==> src/rtl/vdg_pkg.sv <==
// ============================================================================
// vdg_pkg : shared types, mode table, colours and window geometry for the VDG
// Rev 1.0
// ============================================================================
`default_nettype none

package vdg_pkg;

  localparam int unsigned WIN_H_BORDER = 64;
  localparam int unsigned WIN_V_BORDER = 48;
  localparam int unsigned WIN_W        = 512;
  localparam int unsigned WIN_H        = 384;
  localparam int unsigned TEXT_SUBROWS = 12;
  localparam int unsigned PIPE_LAT     = 5;

  localparam logic [8:0] COL_BLACK  = 9'b000000000;
  localparam logic [8:0] COL_GREEN  = 9'b000111000;
  localparam logic [8:0] COL_YELLOW = 9'b111111000;
  localparam logic [8:0] COL_BLUE   = 9'b000000111;
  localparam logic [8:0] COL_RED    = 9'b111000000;

  typedef enum logic {
    DISP_TEXT = 1'b0,
    DISP_GFX  = 1'b1
  } disp_e;

  typedef enum logic [2:0] {
    GM_64X64_C   = 3'd0,
    GM_128X64_M  = 3'd1,
    GM_128X64_C  = 3'd2,
    GM_128X96_M  = 3'd3,
    GM_128X96_C  = 3'd4,
    GM_128X192_M = 3'd5,
    GM_128X192_C = 3'd6,
    GM_256X192_M = 3'd7
  } gfx_mode_e;

  typedef struct packed {
    logic [5:0] bpr;
    logic [1:0] rep;
    logic [2:0] shift;
    logic       bpp2;
  } mode_cfg_t;

  localparam mode_cfg_t MODE_TABLE [8] = '{
    '{bpr: 6'd16, rep: 2'd3, shift: 3'd4, bpp2: 1'b1},
    '{bpr: 6'd16, rep: 2'd3, shift: 3'd4, bpp2: 1'b0},
    '{bpr: 6'd32, rep: 2'd3, shift: 3'd3, bpp2: 1'b1},
    '{bpr: 6'd16, rep: 2'd2, shift: 3'd4, bpp2: 1'b0},
    '{bpr: 6'd32, rep: 2'd2, shift: 3'd3, bpp2: 1'b1},
    '{bpr: 6'd16, rep: 2'd1, shift: 3'd4, bpp2: 1'b0},
    '{bpr: 6'd32, rep: 2'd1, shift: 3'd3, bpp2: 1'b1},
    '{bpr: 6'd32, rep: 2'd1, shift: 3'd3, bpp2: 1'b0}
  };

  typedef struct packed {
    logic       win;
    logic       text;
    logic       bpp2;
    logic [2:0] off;
  } pix_stage_t;

  // off is the MSB-first bit offset of the pixel inside the byte
  function automatic logic [8:0] pix_colour(input logic text, input logic bpp2,
                                            input logic [2:0] off, input logic [7:0] vbyte,
                                            input logic [7:0] cbyte, input logic [8:0] fg);
    logic [1:0] pair;
    logic [8:0] col;
    pair = {vbyte[3'd7 - off], vbyte[3'd6 - off]};
    col  = COL_BLACK;
    if (text) begin
      col = (cbyte[3'd7 - off] ^ vbyte[7]) ? fg : COL_BLACK;
    end else if (!bpp2) begin
      col = vbyte[3'd7 - off] ? fg : COL_BLACK;
    end else begin
      unique case (pair)
        2'b00:   col = COL_GREEN;
        2'b01:   col = COL_YELLOW;
        2'b10:   col = COL_BLUE;
        default: col = COL_RED;
      endcase
    end
    return col;
  endfunction

endpackage

`default_nettype wire

==> src/rtl/vdg_line_counter.sv <==
// ============================================================================
// vdg_line_counter : text sub-row/row and graphics repeat/row counters
// Rev 1.0
// ============================================================================
`default_nettype none

module vdg_line_counter import vdg_pkg::*; #(
  parameter int unsigned V_BORDER = WIN_V_BORDER
) (
  input  logic       clk,
  input  logic       reset,
  input  logic [9:0] x_in,
  input  logic [9:0] y_in,
  input  gfx_mode_e  mode,
  output logic [3:0] sr,
  output logic [3:0] tr,
  output logic [7:0] gr
);

  localparam logic [9:0] Y_LO = 10'(V_BORDER);
  localparam logic [9:0] Y_HI = 10'(V_BORDER + WIN_H);
  localparam logic [3:0] SR_LAST = 4'(TEXT_SUBROWS - 1);

  logic [1:0] rc;
  logic [1:0] rc_last;
  logic       advance;

  // Each logical line is two VGA lines; step at the start of the line that
  // follows an odd window line so both VGA lines share one counter value.
  always_comb begin
    rc_last = MODE_TABLE[mode].rep - 2'd1;
    advance = (y_in > Y_LO) && (y_in < Y_HI) && ((y_in[0] ^ Y_LO[0]) == 1'b0);
  end

  always_ff @(posedge clk or negedge reset) begin
    if (!reset) begin
      sr <= '0;
      tr <= '0;
      rc <= '0;
      gr <= '0;
    end else if (x_in == '0) begin
      if (y_in == Y_LO) begin
        sr <= '0;
        tr <= '0;
        rc <= '0;
        gr <= '0;
      end else if (advance) begin
        if (sr == SR_LAST) begin
          sr <= '0;
          tr <= tr + 4'd1;
        end else begin
          sr <= sr + 4'd1;
        end
        if (rc == rc_last) begin
          rc <= '0;
          gr <= gr + 8'd1;
        end else begin
          rc <= rc + 2'd1;
        end
      end
    end
  end

endmodule

`default_nettype wire

==> src/rtl/vdg_pixel_pipe.sv <==
// ============================================================================
// vdg_pixel_pipe : 6847-style text/graphics fetch and format, 5-clock pipe
// Rev 1.0
// ============================================================================
`default_nettype none

module vdg_pixel_pipe import vdg_pkg::*; #(
  parameter int unsigned H_BORDER = WIN_H_BORDER,
  parameter int unsigned V_BORDER = WIN_V_BORDER,
  parameter logic [8:0]  FG_GREEN = COL_GREEN
) (
  input  logic        clk,
  input  logic        reset,
  input  logic [3:0]  graphics_mode,
  input  logic [9:0]  x_in,
  input  logic [9:0]  y_in,
  input  logic        active_in,
  input  logic        hs_in,
  input  logic        vs_in,
  output logic [12:0] vid_addr,
  input  logic [7:0]  vid_data,
  output logic [9:0]  chr_addr,
  input  logic [7:0]  chr_data,
  output logic [8:0]  rgb,
  output logic        hsync,
  output logic        vsync
);

  localparam logic [9:0] X_LO = 10'(H_BORDER);
  localparam logic [9:0] X_HI = 10'(H_BORDER + WIN_W);
  localparam logic [9:0] Y_LO = 10'(V_BORDER);
  localparam logic [9:0] Y_HI = 10'(V_BORDER + WIN_H);

  logic [3:0]    mode_q;
  gfx_mode_e     gm;
  logic          is_text;
  logic          in_win;
  logic [7:0]    lx;
  logic [12:0]   addr;
  logic [2:0]    off;
  logic [3:0]    sr, tr;
  logic [7:0]    gr;
  pix_stage_t    pipe [1:4];
  logic [3:0]    sr_d [1:2];
  logic [7:0]    data3, data4;
  logic [PIPE_LAT-1:0] hs_d, vs_d;

  vdg_line_counter #(.V_BORDER(V_BORDER)) u_line_counter (
    .clk   (clk),
    .reset (reset),
    .x_in  (x_in),
    .y_in  (y_in),
    .mode  (gm),
    .sr    (sr),
    .tr    (tr),
    .gr    (gr)
  );

  always_comb begin
    gm      = gfx_mode_e'(mode_q[3:1]);
    is_text = (disp_e'(mode_q[0]) == DISP_TEXT);
    in_win  = active_in && (x_in >= X_LO) && (x_in < X_HI) && (y_in >= Y_LO) && (y_in < Y_HI);
    lx      = 8'((x_in - X_LO) >> 1);
    if (is_text) begin
      addr = {4'd0, tr, lx[7:3]};
      off  = lx[2:0];
    end else begin
      addr = 13'(gr) * 13'(MODE_TABLE[gm].bpr) + (13'(lx) >> MODE_TABLE[gm].shift);
      // Scale the in-byte logical position to a bit offset; 2bpp snaps to a pair.
      off  = 3'({lx, 3'b000} >> MODE_TABLE[gm].shift);
      if (MODE_TABLE[gm].bpp2) off[0] = 1'b0;
    end
  end

  always_ff @(posedge clk or negedge reset) begin
    if (!reset) begin
      mode_q   <= '0;
      vid_addr <= '0;
      chr_addr <= '0;
      rgb      <= '0;
      hs_d     <= '0;
      vs_d     <= '0;
      data3    <= '0;
      data4    <= '0;
      sr_d[1]  <= '0;
      sr_d[2]  <= '0;
      for (int i = 1; i <= 4; i++) pipe[i] <= '0;
    end else begin
      if (x_in == '0 && y_in == '0) mode_q <= graphics_mode;
      if (in_win) vid_addr <= addr;
      pipe[1] <= '{win: in_win, text: is_text, bpp2: MODE_TABLE[gm].bpp2, off: off};
      sr_d[1] <= sr;
      pipe[2] <= pipe[1];
      sr_d[2] <= sr_d[1];
      pipe[3] <= pipe[2];
      data3   <= vid_data;
      if (pipe[2].win) chr_addr <= {vid_data[5:0], sr_d[2]};
      pipe[4] <= pipe[3];
      data4   <= data3;
      rgb     <= pipe[4].win ? pix_colour(pipe[4].text, pipe[4].bpp2, pipe[4].off,
                                          data4, chr_data, FG_GREEN) : COL_BLACK;
      hs_d    <= {hs_d[PIPE_LAT-2:0], hs_in};
      vs_d    <= {vs_d[PIPE_LAT-2:0], vs_in};
    end
  end

  assign hsync = hs_d[PIPE_LAT-1];
  assign vsync = vs_d[PIPE_LAT-1];

endmodule

`default_nettype wire

==> config.mk <==
export PLATFORM = sky130hd
export DESIGN_NAME = vdg_pixel_pipe
export DESIGN_NICKNAME = d
export VERILOG_FILES = /design/src/rtl/vdg_pkg.sv /design/src/rtl/vdg_line_counter.sv /design/src/rtl/vdg_pixel_pipe.sv
export SDC_FILE = /design/constraint.sdc
export NUM_CORES = 1
export LEC_CHECK = 0
export CAP_MARGIN = 15
export CORE_MARGIN = 2
export CORE_UTILIZATION = 55
export DETAILED_ROUTE_END_ITERATION = 8
export HOLD_SLACK_MARGIN = 0.02
export PLACE_DENSITY = 0.82
export SYNTH_ARGS = -nofsm -noshare
export SYNTH_HDL_FRONTEND = slang
export SYNTH_SLANG_ARGS = --single-unit
export TNS_END_PERCENT = 30
==> constraint.sdc <==
create_clock -name clk -period 6.7 [get_ports clk]
set_clock_uncertainty 0.2 [all_clocks]
set_input_delay 0.67 -clock clk [delete_from_list [all_inputs] [get_ports clk]]
set_output_delay 0.67 -clock clk [all_outputs]
set_load 0.02 [all_outputs]
======== Word-level counts from Yosys, hierarchy flattened ========
Memory sizes are Yosys's and may differ from the RTL's.
Index checks and enable logic that the tools add are counted.
storage, ports and cells
  logic and storage cells ................. 105
  register bits ........................... 112
  memories kept ........................... 1
  output and inout port bits .............. 34
  ROM bits ................................ 96
memory list
  memory           words  width  read ports  clocked after Yosys merged registers in  write ports  RTL line              text
  (no name shown)  8      12     1           0                                        0            vdg_pixel_pipe.sv:91  pipe[1] <= '{win: in_win, text: is_text, bpp2: MODE_TABLE[gm].bpp2, off: off};
cells by class
  magnitude comparators ................... 8
  multiply operators ...................... 1
  shift-type cells ........................ 2
  mux-type cells .......................... 29
  bitwise operators ....................... 4
  reduce and logical (&&, ||, !) cells .... 16
  equality and inequality tests ........... 5
  add/subtract/negate cells ............... 9
operators by type and width
  kind                                                             number
  2-to-1 mux 9 bit                                                 3
  case mux 9 bit (3 select lines)                                  1
  2-to-1 mux 12 bit                                                2
  2-to-1 mux 4 bit                                                 6
  2-to-1 mux 8 bit                                                 3
  logical NOT 10 bit                                               2
  adder 13 bit                                                     1
  multiplier 8 x 6 -> 13 bit                                       1
  2-to-1 mux 13 bit                                                1
  right shift 8 x 3 -> 13 bit                                      1
  2-to-1 mux 6 bit                                                 2
  right shift 11 x 3 -> 3 bit                                      1
  equality test 10 x 6 -> 1 bit (second input constant)            1
  >= comparator 10 x 6 -> 1 bit (second input constant)            1
  >= comparator 10 x 7 -> 1 bit (second input constant)            1
  greater-than comparator 10 x 6 -> 1 bit (second input constant)  1
  less-than comparator 10 bit (second input constant)              1
  less-than comparator 10 x 9 -> 1 bit (second input constant)     1
  binary-select mux 1 bit (select 3 bit)                           3
  subtractor 9 x 7 -> 9 bit (second input constant)                1
  adder 4 x 1 -> 4 bit (second input constant)                     2
  adder 8 x 1 -> 8 bit (second input constant)                     1
  less-than comparator 3 x 4 -> 1 bit (second input constant)      2
  logical AND 1 bit                                                7
  other kinds (18)                                                 28

======== Logic depth before layout (Yosys ltp) ========
  depth in word-level cells ............... 9
  mapped depth ............................ 15

======== By module ========
A second synthesis with hierarchy kept.
second synthesis, totals
  cells, all modules ...................... 422
  area total of the unflattened synthesis .. 5117.4 sq um
by module, submodules not included
  module            cells an instance  area an instance (sq um)  instances
  vdg_pixel_pipe    288                3872.5                    1
  vdg_line_counter  134                1244.9                    1

======== Worst setup path after synthesis ========
Ideal clock, no wire load.
  path kind ............................... register to register
  from .................................... register mode_q[2]
  to ...................................... register vid_addr[11]
  arrival ................................. 3.630 ns
  slack ................................... 2.791 ns
  setup time .............................. 0.079 ns
  data required time ...................... 6.421 ns
  path buffers ............................ 1
  cell stages (with the launch flop) ...... 14
  path through ............................ dfrtp_1 -> clkbuf_1 -> o21bai_1 -> nand2_1 -> and2_1 -> ha_1 -> ha_1 -> ha_1 -> ha_1 -> ha_1 -> or4b_2 -> o211ai_1 -> a211oi_1 -> mux2i_1
between the ends
  word-level cells in the longest chain between the ends .. 7
ends and longest elaborated chain
  what                                                                              RTL line              text
  start, declared                                                                   vdg_pixel_pipe.sv:34  logic [3:0] mode_q;
  start signal, assigned                                                            vdg_pixel_pipe.sv:89  if (x_in == '0 && y_in == '0) mode_q <= graphics_mode;
  NOT 3 -> 4 bit (implied by the code) (*)                                          vdg_pixel_pipe.sv:68  addr = 13'(gr) * 13'(MODE_TABLE[gm].bpr) + (13'(lx) >> MODE_TABLE[gm].shift);
  memory read (8 x 12 bit) (*)                                                      n/a
  2-to-1 mux 12 bit (*) (2 in a row)                                                n/a
  multiplier 8 x 6 -> 13 bit / right shift 8 x 3 -> 13 bit (equally long branches)  vdg_pixel_pipe.sv:68
  adder 13 bit (*)                                                                  vdg_pixel_pipe.sv:68
  2-to-1 mux 13 bit (*)                                                             vdg_pixel_pipe.sv:64  if (is_text) begin
  end signal, assigned                                                              vdg_pixel_pipe.sv:90  if (in_win) vid_addr <= addr;
  end, declared                                                                     vdg_pixel_pipe.sv:20  output logic [12:0] vid_addr,
Every way passes the cells marked *; elsewhere a longest branch is shown, timed or not. The select of a mux whose other input is x is not followed.
A chain may end at the register's enable or synchronous reset.

======== Worst setup path in the final report ========
  from .................................... register mode_q[3]
  to ...................................... register vid_addr[11]
Same word-level chain as after synthesis.

==> out/qor.yml <==
status:
  status: "completed"
yosys:
  ys_seq_area_share_pct: 51.95
  synth_compound_area_share_pct: 9.042
  yosysUniqueCellTypes: 65
  yosysWarnings: 0
  synthCells: 412
  synth_adder_area_share_pct: 9.949
  synth_mux_area_share_pct: 10.44
  synth.top_cell.area_share_pct: 51.95
  synth_top_area_cell: "dfrtp_1"
  async_flop_share_pct: 100.0
  synth_simple_gate_area_share_pct: 12.59
  syn-cell-area_um2: 5106
  synth_top_family_by_area: "simple AND/OR/NAND/NOR gates"
  yosys_register_bits: 106
  synth_area_per_cell_um2: 12.39
  synthXorXnorAreaFrac_pct: 2.058
  synth_flop_cell: "dfrtp_1"
  synth-edff-count: 0
  ys_top_cells_by_area: "dfrtp_1, ha_1, mux2_2"
timing:
  min_period_over_period_pct: 63.27
  fin_crit_ns: 4.239
  rsz0062_at_grt: "no"
  setup_viol: 0
  slew_violations: 0
  max_freq_ghz: 0.2359
  slew_headroom_pct: 33.67
  final_hold_viol_count: 0
  setup_tns_ns: 0
  tightest_slew_ns: 0.9949
critical_path:
  start_kind: "register"
  cp_max_fo: 10
  cp-end-kind: "register"
  path_class: "register to register"
  cp.arrival_ns: 4.34
  worstPathRequired_ns: 6.80
cells_and_area:
  area_delta_synth_final_pct: 19.97
  nets: 573
  final_util_pct: 67.25
  antenna_cells: 0
  layout-drive-gt1-share_pct: 12.60
  nFillCells: 668
detailed_routing:
  vias_per_cell: 5.614
  vias: 3385
  wirelength_um: 9888
  drt_iter0_markers: 143
  drc: 0
  routedWlPerCell_um: 16.40
  drtPass1Iterations: 4
  ant_nets: 0
clocking:
  cts_hold_buf: 1
  clkTransAtPathRegs_ns: 0.11
  cts_root_buffer: "clkbuf_8"
  htree_levels: 3
  cts_num_sinks: 106
  clock_path_buffers: 2
  worst_skew_pair.late_latency_ns: 0.36
  postCtsSetupRepairBufs: 0
  numCtsBuffers: 9
  cts_tree: "built"
  cts.repair.resized: 0
min_path:
  hold_class: "register to register"
global_route:
  grt.overflow.total: 0
  grt_max_degree: 85
  grt_pass1_wl_um: 16260
  grt_pass1_vias: 3410
  grt_use_total_pct: 20.84
  antenna_found_initial: 0
power:
  total_power_mw: 1.248
  ir_drop_uv: 94.24
  powerDensity_nw_per_um2: 203.7
  p_leak_nw: 2.796
die:
  fp.dieW_um: 100.4
  coreArea_um2: 9109
  io-pin-count: 79
  initial_utilization_pct: 56.06
  rows: 35
  fp.dieArea_um2: 10070
  die_y_um: 100.4
placed_design:
  place.gp.congestion: 0.8204
  hpwlAfterDp_um: 7474
  port_buffers: 78
job:
  max_cap_violations: 0
layout make-up:
type	count	area (µm²)	share of cell area (%)
flip-flops and latches	106	2653	43.30
well taps	111	138.9	2.267
multi-input cells	270	2266	36.99
clock inverters	6	62.56	1.021
repair buffers	81	807.0	13.17
inverters	20	75.07	1.225
clock buffers	9	123.9	2.022
path summary, 6_finish.rpt:
kind / startpoint / end / slack, ns / cells past startpoint
worst max-delay path: mode_q[3]$_DFFE_PN0P_ / vid_addr[11]$_DFFE_PN0P_ / 2.46 / 12
worst min-delay path: pipe[12]$_DFF_PN0_ / pipe[6]$_DFF_PN0_ / 0.15 / 0
worst max register to register: mode_q[3]$_DFFE_PN0P_ / vid_addr[11]$_DFFE_PN0P_ / 2.46 / 12
worst min register to register: pipe[12]$_DFF_PN0_ / pipe[6]$_DFF_PN0_ / 0.15 / 0
max in group asynchronous: reset / u_line_counter.gr[0]$_DFFE_PN0P_ / 4.50 / 3
min in group asynchronous: reset / vid_addr[1]$_DFFE_PN0P_ / 0.51 / 2
cell families (layout without fill, tap and decap cells):
kind of cell             after synthesis  in the layout
other                                  1              4
buffers and inverters                 39            116
XOR/XNOR                              12             12
AND/OR/NAND/NOR                      111            111
multiplexers                          43             43
adder cells (fa/ha/maj)               40             40
AO/OA/AOI/OAI                         60             60
flip-flops                           106            106
layer usage:
metal | wire (µm) | part of all wire, % | up-vias | GRT usage (%)
met4 | 235 | 2.4 | 0 | 7.060
met1 | 4265 | 43 | 1664 | 26.41
li1 | - | - | 1618 | -
met3 | 375 | 3.8 | 20 | 3.760
met5 | 0 | 0 | - | 0
met2 | 5012 | 51 | 83 | 36.19
cell usage after synthesis (all sizes together), types with 4 or more instances:
library cell	n
dfrtp	106
ha	39
nand2	25
mux2	22
nor2	21
inv	19
mux2i	15
a21oi	14
buf	13
o21ai	13
nand3	10
xnor2	10
nand4	7
a211oi	6
and2	6
and3	6
clkbuf	6
mux4	6
nand2b	6
nor4	6
o211ai	5
a2111oi	4
nor3	4
worst max-delay path, stage by stage, from the launching register on:
cell and delay [ns]:
dfrtp_1 0.48, o21bai_1 0.55, nand2_1 0.26, and2_1 0.22, ha_1 0.29, ha_1 0.31, ha_1 0.30, ha_1 0.29
ha_1 0.36, or4b_2 0.61, o211ai_1 0.12, a211oi_1 0.06, mux2i_1 0.13
stage by stage:
| step | hold slack [ns] | instance area, µm² | cells | worst slack, ns |
|---|---|---|---|---|
| 2_1_floorplan | 0.1312 | 5117 | 415 | 2.791 |
| 3_3_place_gp | 0.1314 | 5918 | 586 | 2.702 |
| 3_5_place_dp | 0.1347 | 5918 | 586 | 2.503 |
| 4_1_cts | 0.1537 | 6115 | 602 | 2.491 |
| 5_1_grt | 0.1525 | 6126 | 603 | 2.220 |
| 6_report | 0.1519 | 6126 | 603 | 2.461 |
registers in the layout, indices dropped and copies added, names as in the netlist:
name	cells
chr_addr	10
data3	8
data4	8
hs_d	5
mode_q	4
pipe	24
rgb	3
sr_d	8
u_line_counter.gr	8
u_line_counter.rc	2
u_line_counter.sr	4
u_line_counter.tr	4
vid_addr	13
vs_d	5
cells in the final DEF, fill, tap and decap left out, types with 6 or more instances in the layout:
cell               n
nor2_1            21
a21oi_1           12
mux2i_1           15
clkdlybuf4s50_1   77
dfrtp_1          106
and2_1             6
mux2_2            20
xnor2_1           10
ha_1              39
nand3_1            9
inv_1             19
nand2b_1           6
nand4_1            7
and3_1             6
clkbuf_8           9
o21ai_0           12
nand2_1           25
mux4_2             6
report_power, final:
part	internal, mW	leakage (nW)	switching (mW)	total (mW)
Clock	0.142	0.0945	0.226	0.369
Combinational	0.0972	1.37	0.0877	0.185
Sequential	0.675	1.33	0.0196	0.694
Total	0.914	2.80	0.334	1.25
Power figures use the tool's default switching activity.
